[src/rtl/cfg_pkg.sv]
// Shared definitions for the configuration-chain streamer: FSM states,
// CRC-16-CCITT constants and the default chain length.
package cfg_pkg;

  typedef enum logic [1:0] {
    ST_IDLE  = 2'd0,
    ST_SHIFT = 2'd1,
    ST_LATCH = 2'd2,
    ST_DONE  = 2'd3
  } cfg_state_e;

  localparam int unsigned CONF_WIDTH_DEFAULT = 5906;

  localparam logic [15:0] CRC_POLY = 16'h1021;
  localparam logic [15:0] CRC_INIT = 16'hFFFF;

  function automatic int unsigned ceil_div(input int unsigned a, input int unsigned b);
    return (a + b - 1) / b;
  endfunction

endpackage

[src/rtl/cfg_crc16_serial.sv]
// Bit-serial CRC-16-CCITT (MSB-first shift register, poly 0x1021).
// The register is re-initialised by init and advanced by one bit when en=1.
module cfg_crc16_serial
  import cfg_pkg::*;
(
  input  logic        clk,
  input  logic        rst,
  input  logic        init,
  input  logic        en,
  input  logic        bit_in,
  output logic [15:0] crc
);

  logic [15:0] crc_q, crc_d;
  logic        fb;

  // Next CRC value: init has priority over a data bit.
  always_comb begin
    fb    = crc_q[15] ^ bit_in;
    crc_d = crc_q;
    if (init) begin
      crc_d = CRC_INIT;
    end else if (en) begin
      crc_d = {crc_q[14:0], 1'b0} ^ (fb ? CRC_POLY : 16'h0000);
    end
  end

  // CRC register, reset to the init value.
  always_ff @(posedge clk or negedge rst) begin
    if (!rst) begin
      crc_q <= CRC_INIT;
    end else begin
      crc_q <= crc_d;
    end
  end

  assign crc = crc_q;

endmodule

[src/rtl/cfg_streamer.sv]
// Configuration-chain streamer: accepts WORD_W-bit words from a source and
// shifts CONF_WIDTH bits LSB-first into a tile's configuration chain, then
// strobes cset and pulses done.
// Optional feature: define CFG_CRC_EN to compute a CRC-16-CCITT over the
// emitted bits; otherwise crc is tied to 0x0000.
module cfg_streamer
  import cfg_pkg::*;
#(
  parameter int unsigned CONF_WIDTH = CONF_WIDTH_DEFAULT,
  parameter int unsigned WORD_W     = 32
) (
  input  logic              clk,
  input  logic              rst,
  input  logic              start,
  input  logic [WORD_W-1:0] word_in,
  input  logic              word_valid,
  output logic              word_ready,
  output logic              cen,
  output logic              shift_out,
  output logic              cset,
  output logic              busy,
  output logic              done,
  output logic [15:0]       crc
);

  localparam int unsigned NWORDS    = ceil_div(CONF_WIDTH, WORD_W);
  localparam int unsigned REM_BITS  = CONF_WIDTH % WORD_W;
  localparam int unsigned LAST_BITS = (REM_BITS == 0) ? WORD_W : REM_BITS;
  localparam int unsigned CW        = $clog2(WORD_W + 1);
  localparam int unsigned WCW       = $clog2(NWORDS + 1);

  localparam logic [CW-1:0]  CNT_ONE   = CW'(1);
  localparam logic [CW-1:0]  CNT_FULL  = CW'(WORD_W);
  localparam logic [CW-1:0]  CNT_LAST  = CW'(LAST_BITS);
  localparam logic [WCW-1:0] WORDS_ALL = WCW'(NWORDS);
  localparam logic [WCW-1:0] WORDS_PEN = WCW'(NWORDS - 1);
  localparam logic [WCW-1:0] WORDS_ONE = WCW'(1);

  cfg_state_e        state_q, state_d;
  logic [WORD_W-1:0] buf_q, buf_d;
  logic [CW-1:0]     cnt_q, cnt_d;     // bits still held in buf_q
  logic [WCW-1:0]    words_q, words_d; // words accepted this load
  logic              cen_q, cen_d;
  logic              sout_q, sout_d;

  // Next-state, buffer and handshake logic.
  // A new word may be loaded in the same cycle the last buffered bit is
  // emitted, so a continuously valid source produces no cen gaps. The FSM
  // leaves SHIFT one cycle after the final emit decision, which is the
  // cycle the registered cen shows the final bit; cset follows it.
  always_comb begin
    state_d    = state_q;
    buf_d      = buf_q;
    cnt_d      = cnt_q;
    words_d    = words_q;
    cen_d      = 1'b0;
    sout_d     = 1'b0;
    word_ready = 1'b0;
    unique case (state_q)
      ST_IDLE: begin
        if (start) begin
          state_d = ST_SHIFT;
          buf_d   = '0;
          cnt_d   = '0;
          words_d = '0;
        end
      end
      ST_SHIFT: begin
        word_ready = (words_q != WORDS_ALL) && (cnt_q <= CNT_ONE);
        if (cnt_q != '0) begin
          cen_d  = 1'b1;
          sout_d = buf_q[0];
          buf_d  = buf_q >> 1;
          cnt_d  = cnt_q - CNT_ONE;
        end
        if (word_ready && word_valid) begin
          buf_d   = word_in;
          cnt_d   = (words_q == WORDS_PEN) ? CNT_LAST : CNT_FULL;
          words_d = words_q + WORDS_ONE;
        end
        if ((words_q == WORDS_ALL) && (cnt_q == '0)) begin
          state_d = ST_LATCH;
        end
      end
      ST_LATCH: state_d = ST_DONE;
      ST_DONE:  state_d = ST_IDLE;
      default:  state_d = ST_IDLE;
    endcase
  end

  // State and datapath registers with asynchronous active-low reset.
  always_ff @(posedge clk or negedge rst) begin
    if (!rst) begin
      state_q <= ST_IDLE;
      buf_q   <= '0;
      cnt_q   <= '0;
      words_q <= '0;
      cen_q   <= 1'b0;
      sout_q  <= 1'b0;
    end else begin
      state_q <= state_d;
      buf_q   <= buf_d;
      cnt_q   <= cnt_d;
      words_q <= words_d;
      cen_q   <= cen_d;
      sout_q  <= sout_d;
    end
  end

  assign cen       = cen_q;
  assign shift_out = sout_q;
  assign cset      = (state_q == ST_LATCH);
  assign done      = (state_q == ST_DONE);
  assign busy      = (state_q != ST_IDLE);

`ifdef CFG_CRC_EN
  cfg_crc16_serial u_crc (
    .clk    (clk),
    .rst    (rst),
    .init   ((state_q == ST_IDLE) && start),
    .en     (cen_q),
    .bit_in (sout_q),
    .crc    (crc)
  );
`else
  assign crc = 16'h0000;
`endif

endmodule
[config.mk]
export PLATFORM = sky130hd
export DESIGN_NAME = cfg_streamer
export DESIGN_NICKNAME = d
export VERILOG_FILES = /design/src/rtl/cfg_pkg.sv /design/src/rtl/cfg_crc16_serial.sv /design/src/rtl/cfg_streamer.sv
export SDC_FILE = /design/constraint.sdc
export NUM_CORES = 1
export LEC_CHECK = 0
export CAP_MARGIN = 20
export CORE_ASPECT_RATIO = 0.75
export CORE_MARGIN = 4
export CORE_UTILIZATION = 52
export CTS_CLUSTER_SIZE = 12
export DETAILED_ROUTE_END_ITERATION = 10
export PLACE_DENSITY_LB_ADDON = 0.08
export SYNTH_ARGS = -nofsm -noshare
export SYNTH_HDL_FRONTEND = slang
export SYNTH_SLANG_ARGS = --single-unit
[constraint.sdc]
create_clock -name clk -period 2.75 [get_ports clk]
set_input_delay 0.55 -clock clk [delete_from_list [all_inputs] [get_ports clk]]
set_output_delay 0.55 -clock clk [all_outputs]
set_load 0.01 [all_outputs]
# ---- Yosys cells after proc, flatten, opt, wreduce, memory -nomap -nowiden
# Index checks and enable logic that the tools add are counted.
dict set report word_totals {
  in_bits 36
  output_inout_bits 22
  wordCells 50
  regBits 50
}
dict set report classes {
  muxes 20
  magnitude_cmp 1
  n_eq_ne 10
  n_reduce_logical 11
  add_sub_neg 2
}
# operator count
set ops {}
lappend ops {{32-bit two-way mux} 3}
lappend ops {{32-bit one-hot mux with 2 select lines} 1}
lappend ops {{6-bit two-way mux} 4}
lappend ops {{8-bit == test, second input constant} 2}
lappend ops {{8-bit two-way mux} 2}
lappend ops {{8-bit one-hot mux with 2 select lines} 1}
lappend ops {{6-bit one-hot mux with 2 select lines} 1}
lappend ops {{8-bit by 1-bit adder with 8-bit output, second input constant} 1}
lappend ops {{8-bit inequality test, second input constant} 1}
lappend ops {{2-bit one-hot mux with 4 select lines} 1}
lappend ops {{6-bit by 1-bit <= comparator with 1-bit output, second input constant} 1}
lappend ops {{6-bit logical NOT} 1}
lappend ops {{2-bit inequality test, second input constant} 3}
lappend ops {{3-bit AND reduction} 2}
lappend ops {{6-bit nonzero test} 1}
lappend ops {{6-bit by 1-bit subtractor with 6-bit output, second input constant} 1}
lappend ops {{1-bit two-way mux} 5}
lappend ops {{2-bit == test, second input constant} 2}
lappend ops {{2-bit two-way mux} 2}
lappend ops {{2-bit nonzero test} 2}
lappend ops {{1-bit logical AND} 3}
lappend ops {{3-bit inequality test, second input constant} 1}
lappend ops {{2-bit by 1-bit == test with 1-bit output, second input constant} 1}
lappend ops {{2-bit logical NOT} 1}
lappend ops {{2-bit AND reduction} 1}

# ---- Depth between registers and ports, before layout
dict set report depth {
  word_depth 5
  mapped_depth 10
  ltp_nobuf 7
}

# ---- Worst setup path after synthesis
# OpenSTA, ideal clock, no wires.
dict set report synth_timing {
  kind {reg2reg}
  start {reg cnt_q[0]}
  end {reg buf_q[31]}
  setup_time_ns 0.125
  slack_ns 0.576
  path_buffers 0
  period_less_slack_ns 2.174
  t_required_ns 2.625
  stages_incl_launch_ff 8
  arrival_time_ns 2.050
  path_cell_list {dfrtp_1 > inv_1 > ha_1 > o21ai_0 > nor2_4 > a21o_2 > a21oi_2 > mux2_2}
}
dict set report synth_between {
  elab_chain_cells 5
  elab_cells_between_ends 8
  classes_between {order compare (1); eq/ne (1); mux (2); reduce/logical (4)}
}
# item line_no
set synth_lines {}
lappend synth_lines {{from (decl)} cfg_streamer.sv:41} ;# logic [CW-1:0] cnt_q, cnt_d;
lappend synth_lines {{from (signal assigned)} cfg_streamer.sv:103} ;# cnt_q <= cnt_d;
lappend synth_lines {{6-bit by 1-bit <= comparator with 1-bit output} cfg_streamer.sv:69} ;# word_ready = (words_q != WORDS_ALL) && (cnt_q <= CNT_ONE);
lappend synth_lines {{1-bit logical AND} cfg_streamer.sv:69}
lappend synth_lines {{1-bit logical AND} cfg_streamer.sv:76} ;# if (word_ready && word_valid) begin
lappend synth_lines {{3-bit inequality test (no line) / 32-bit two-way mux (equally long branches)} --}
lappend synth_lines {{3-bit AND reduction (no line) / 32-bit one-hot mux with 2 select lines (equally long branches)} --}
lappend synth_lines {{to (signal assigned)} cfg_streamer.sv:102} ;# buf_q <= buf_d;
lappend synth_lines {{to (decl)} cfg_streamer.sv:40} ;# logic [WORD_W-1:0] buf_q, buf_d;
# Several ways; a longest one is shown, not always the timed one.
# A chain may end at the register's enable or synchronous reset.

# ---- Worst setup path after layout
dict set report layout_timing {
  start {reg cnt_q[1]}
  end {reg buf_q[18]}
}
# Same word-level chain as after synthesis.

==> impl_metrics.toml <==
[detailed_routing]
vias = 2427
firstDrtPassIters = 4
first_iter_violations = 109
routed_wl_mm = 6.89
vias_per_cell = 5.98
ant_nets = 0
top_layer = "met4"
met3_length_um = 533
wl_met1_mm = 3.39
drc = 0
wl_met2_mm = 2.90
wl_per_cell_um = 17.0

[synthesis]
yosysTopAreaCellShare_pct = 41.5
synth-edff-count = 0
ys.flop_type = "dfrtp_1"
yosysWarnings = 0
netlist_instances = 291
yosys-top-cells-area = "dfrtp_1 41%, mux2i_1 12%, o31ai_1 9.0%, o211ai_1 8.0%, ha_1 4.6%"
synth.distinct_cells = 44
ys_seq_elements = 50
yosys.area.top_type = "dfrtp_1"
syn-cell-area_sq_um = 3020
syn_avg_cell_area_sq_um = 10.4
yosysSeqAreaShare_pct = 41.5
synth-async-reset-ratio_pct = 100

[pwr]
power_uw = 2450
vdd_drop_max_mv = 0.536
p_per_area_nw_per_um2 = 686
p_leak_uw = 0.00171

[floorplanning]
ioPinCount = 58
die_h_um = 74.0
design.die.area_sq_um = 7090
coreArea_sq_um = 5470
die_w_um = 95.9
initial_utilization_pct = 55.1
row_count = 23

[sta]
finClkSkew_ns = 0.00867
hold_slack_ns = 0.338
max_freq_ghz = 0.399
period_needed_ns = 2.51
worst_pin_slew_ns = 0.636
final_hold_viol_count = 0
tns_ns = 0
rsz0062_at_grt = "false"
finalMaxSlewViolations = 0
finalSetupViolations = 0
period_share_pct = 91.1
max-slew-margin-rel_pct = 57.6

[worst_setup_path]
cp-end-kind = "flop"
start_kind = "flop"
worstPathArrival_ns = 2.68
crit_type = "reg -> reg"
required_ns = 2.92
path_max_fanout = 24

[final_layout]
post_route_cells_drive_above_1_share_pct = 10.3
fillers = 470
area_growth_pct = 18.4
layout.nets = 379
n_antenna_cell = 0

[cts]
cts_tree = "done"
clk_latency_ns = 0.30
numClockSinks = 50
htree_levels = 2
clk_pin_slew_ns = 0.09
cts_root_buf = "clkbuf_8"
clock_path_buffers = 2
cts_buffers = 5

[place]
dp_hpwl_mm = 4.59
port_buffers = 41
gp_congestion = 0.793

[global_route]
grt_pass1_vias = 2311
grt_pass1_wl_mm = 11.6
grt_overflow = 0
antenna_found_initial = 0
grt_max_degree = 51
track_usage_pct = 20.6

[min_path]
min_path_type = "in -> async"

[job]
drv_cap = 0

[run_status]
status = "finished, final reports clean"
[where the power goes]
part / leakage, uW / internal (uW) / switching (uW)
Combinational: 0.00101 / 407 / 449
Clock: 0.0000431 / 195 / 233
Sequential: 0.000651 / 981 / 183
[final timing paths]
check	startpoint	to	slack, ns	cells after the start
min in group clk	buf_q[31]	buf_q[31]	0.52	1
max in group asynchronous	rst	cnt_q[0]	1.98	2
setup / recovery	cnt_q[1]	buf_q[18]	0.24	8
setup reg to reg	cnt_q[1]	buf_q[18]	0.24	8
hold / removal	rst	buf_q[10]	0.34	2
hold reg to reg	buf_q[31]	buf_q[31]	0.52	1
[logic make-up (layout without fill, tap and decap cells)]
group | after synthesis | in the layout | synth area share [%]
other | 1 | 16 | 0.124
flip-flops | 50 | 50 | 41.5
AO/OA/AOI/OAI | 95 | 95 | 22.4
multiplexers | 38 | 38 | 12.7
AND/OR/NAND/NOR | 45 | 45 | 8.80
XOR/XNOR | 3 | 3 | 0.872
adder cells (fa/ha/maj) | 11 | 11 | 4.56
buffers and inverters | 48 | 73 | 9.00
[state kept, by name (all words and copies together), names as in the netlist]
register / flops
shift_out: 1
cen: 1
cnt_q: 6
state_q: 2
buf_q: 32
words_q: 8
[layout make-up]
class	instances	area (sq um)	area share (%)
well taps	75	93.8	2.63
flip-flops and latches	50	1250	35.0
multi-input cells	208	1580	44.2
inverters	10	37.5	1.05
repair buffers	57	528	14.8
clock buffers	6	82.6	2.31
[placed cells by master (no fill, tap or decap), types with 2 or more instances in the layout]
master            n
o31ai_1          36
a31oi_1           2
buf_4            16
nand3_1           6
nand2_1           5
nor4_1            2
or3_1             3
conb_1           16
clkdlybuf4s50_1  39
or4_1             5
and3_1            2
nand2b_1          2
mux2i_1          35
dfrtp_1          50
xor2_1            2
o211ai_1         32
nor2_1            8
clkbuf_8          6
o21ai_0           7
a21oi_1           9
ha_1             11
inv_1            10
mux2_2            2
[Yosys cell counts, types with 6 or more instances]
| cell | n |
|---|---|
| inv_1 | 10 |
| buf_4 | 16 |
| o21ai_0 | 7 |
| nand3_1 | 6 |
| a21oi_1 | 9 |
| buf_2 | 7 |
| o31ai_1 | 36 |
| ha_1 | 11 |
| mux2i_1 | 36 |
| nor2_1 | 8 |
| clkbuf_1 | 12 |
| nand2_1 | 6 |
| dfrtp_1 | 50 |
| o211ai_1 | 32 |
[worst max-delay path, stage by stage (launching register included)]
cell     delay, ns
dfrtp_1       0.39
inv_1         0.11
ha_1          0.24
o21ai_0       0.47
nor2_4        0.12
a21o_2        0.27
a21oi_2       0.29
buf_4         0.36
o31ai_1       0.13
[timing repair]
item	in CTS	in global routing
hold buffers	0	0
gates resized for setup	0	3
endpoints found under the setup margin	1	25
setup buffers	2	0
endpoints found under the hold margin	0	0
[per-layer routing]
layer	GRT usage [%]	up-vias
met1	31.8	1186
li1	-	1147
met2	30.1	87
met5	0	-
met3	3.84	7
met4	4.26	0
[per-stage QoR]
step / instances / cell area, sq um / setup WS [ns] / utilization (%)
global route: 406 / 3570 / 0.0319 / 65.3
detailed placement: 398 / 3460 / 0.0545 / 63.2
global placement: 398 / 3460 / 0.145 / 63.2
floorplan: 306 / 3070 / 0.576 / -
CTS: 406 / 3550 / 0.0422 / 65.0
finish: 406 / 3570 / 0.244 / 65.3
(Power assumes the default switching activity.)
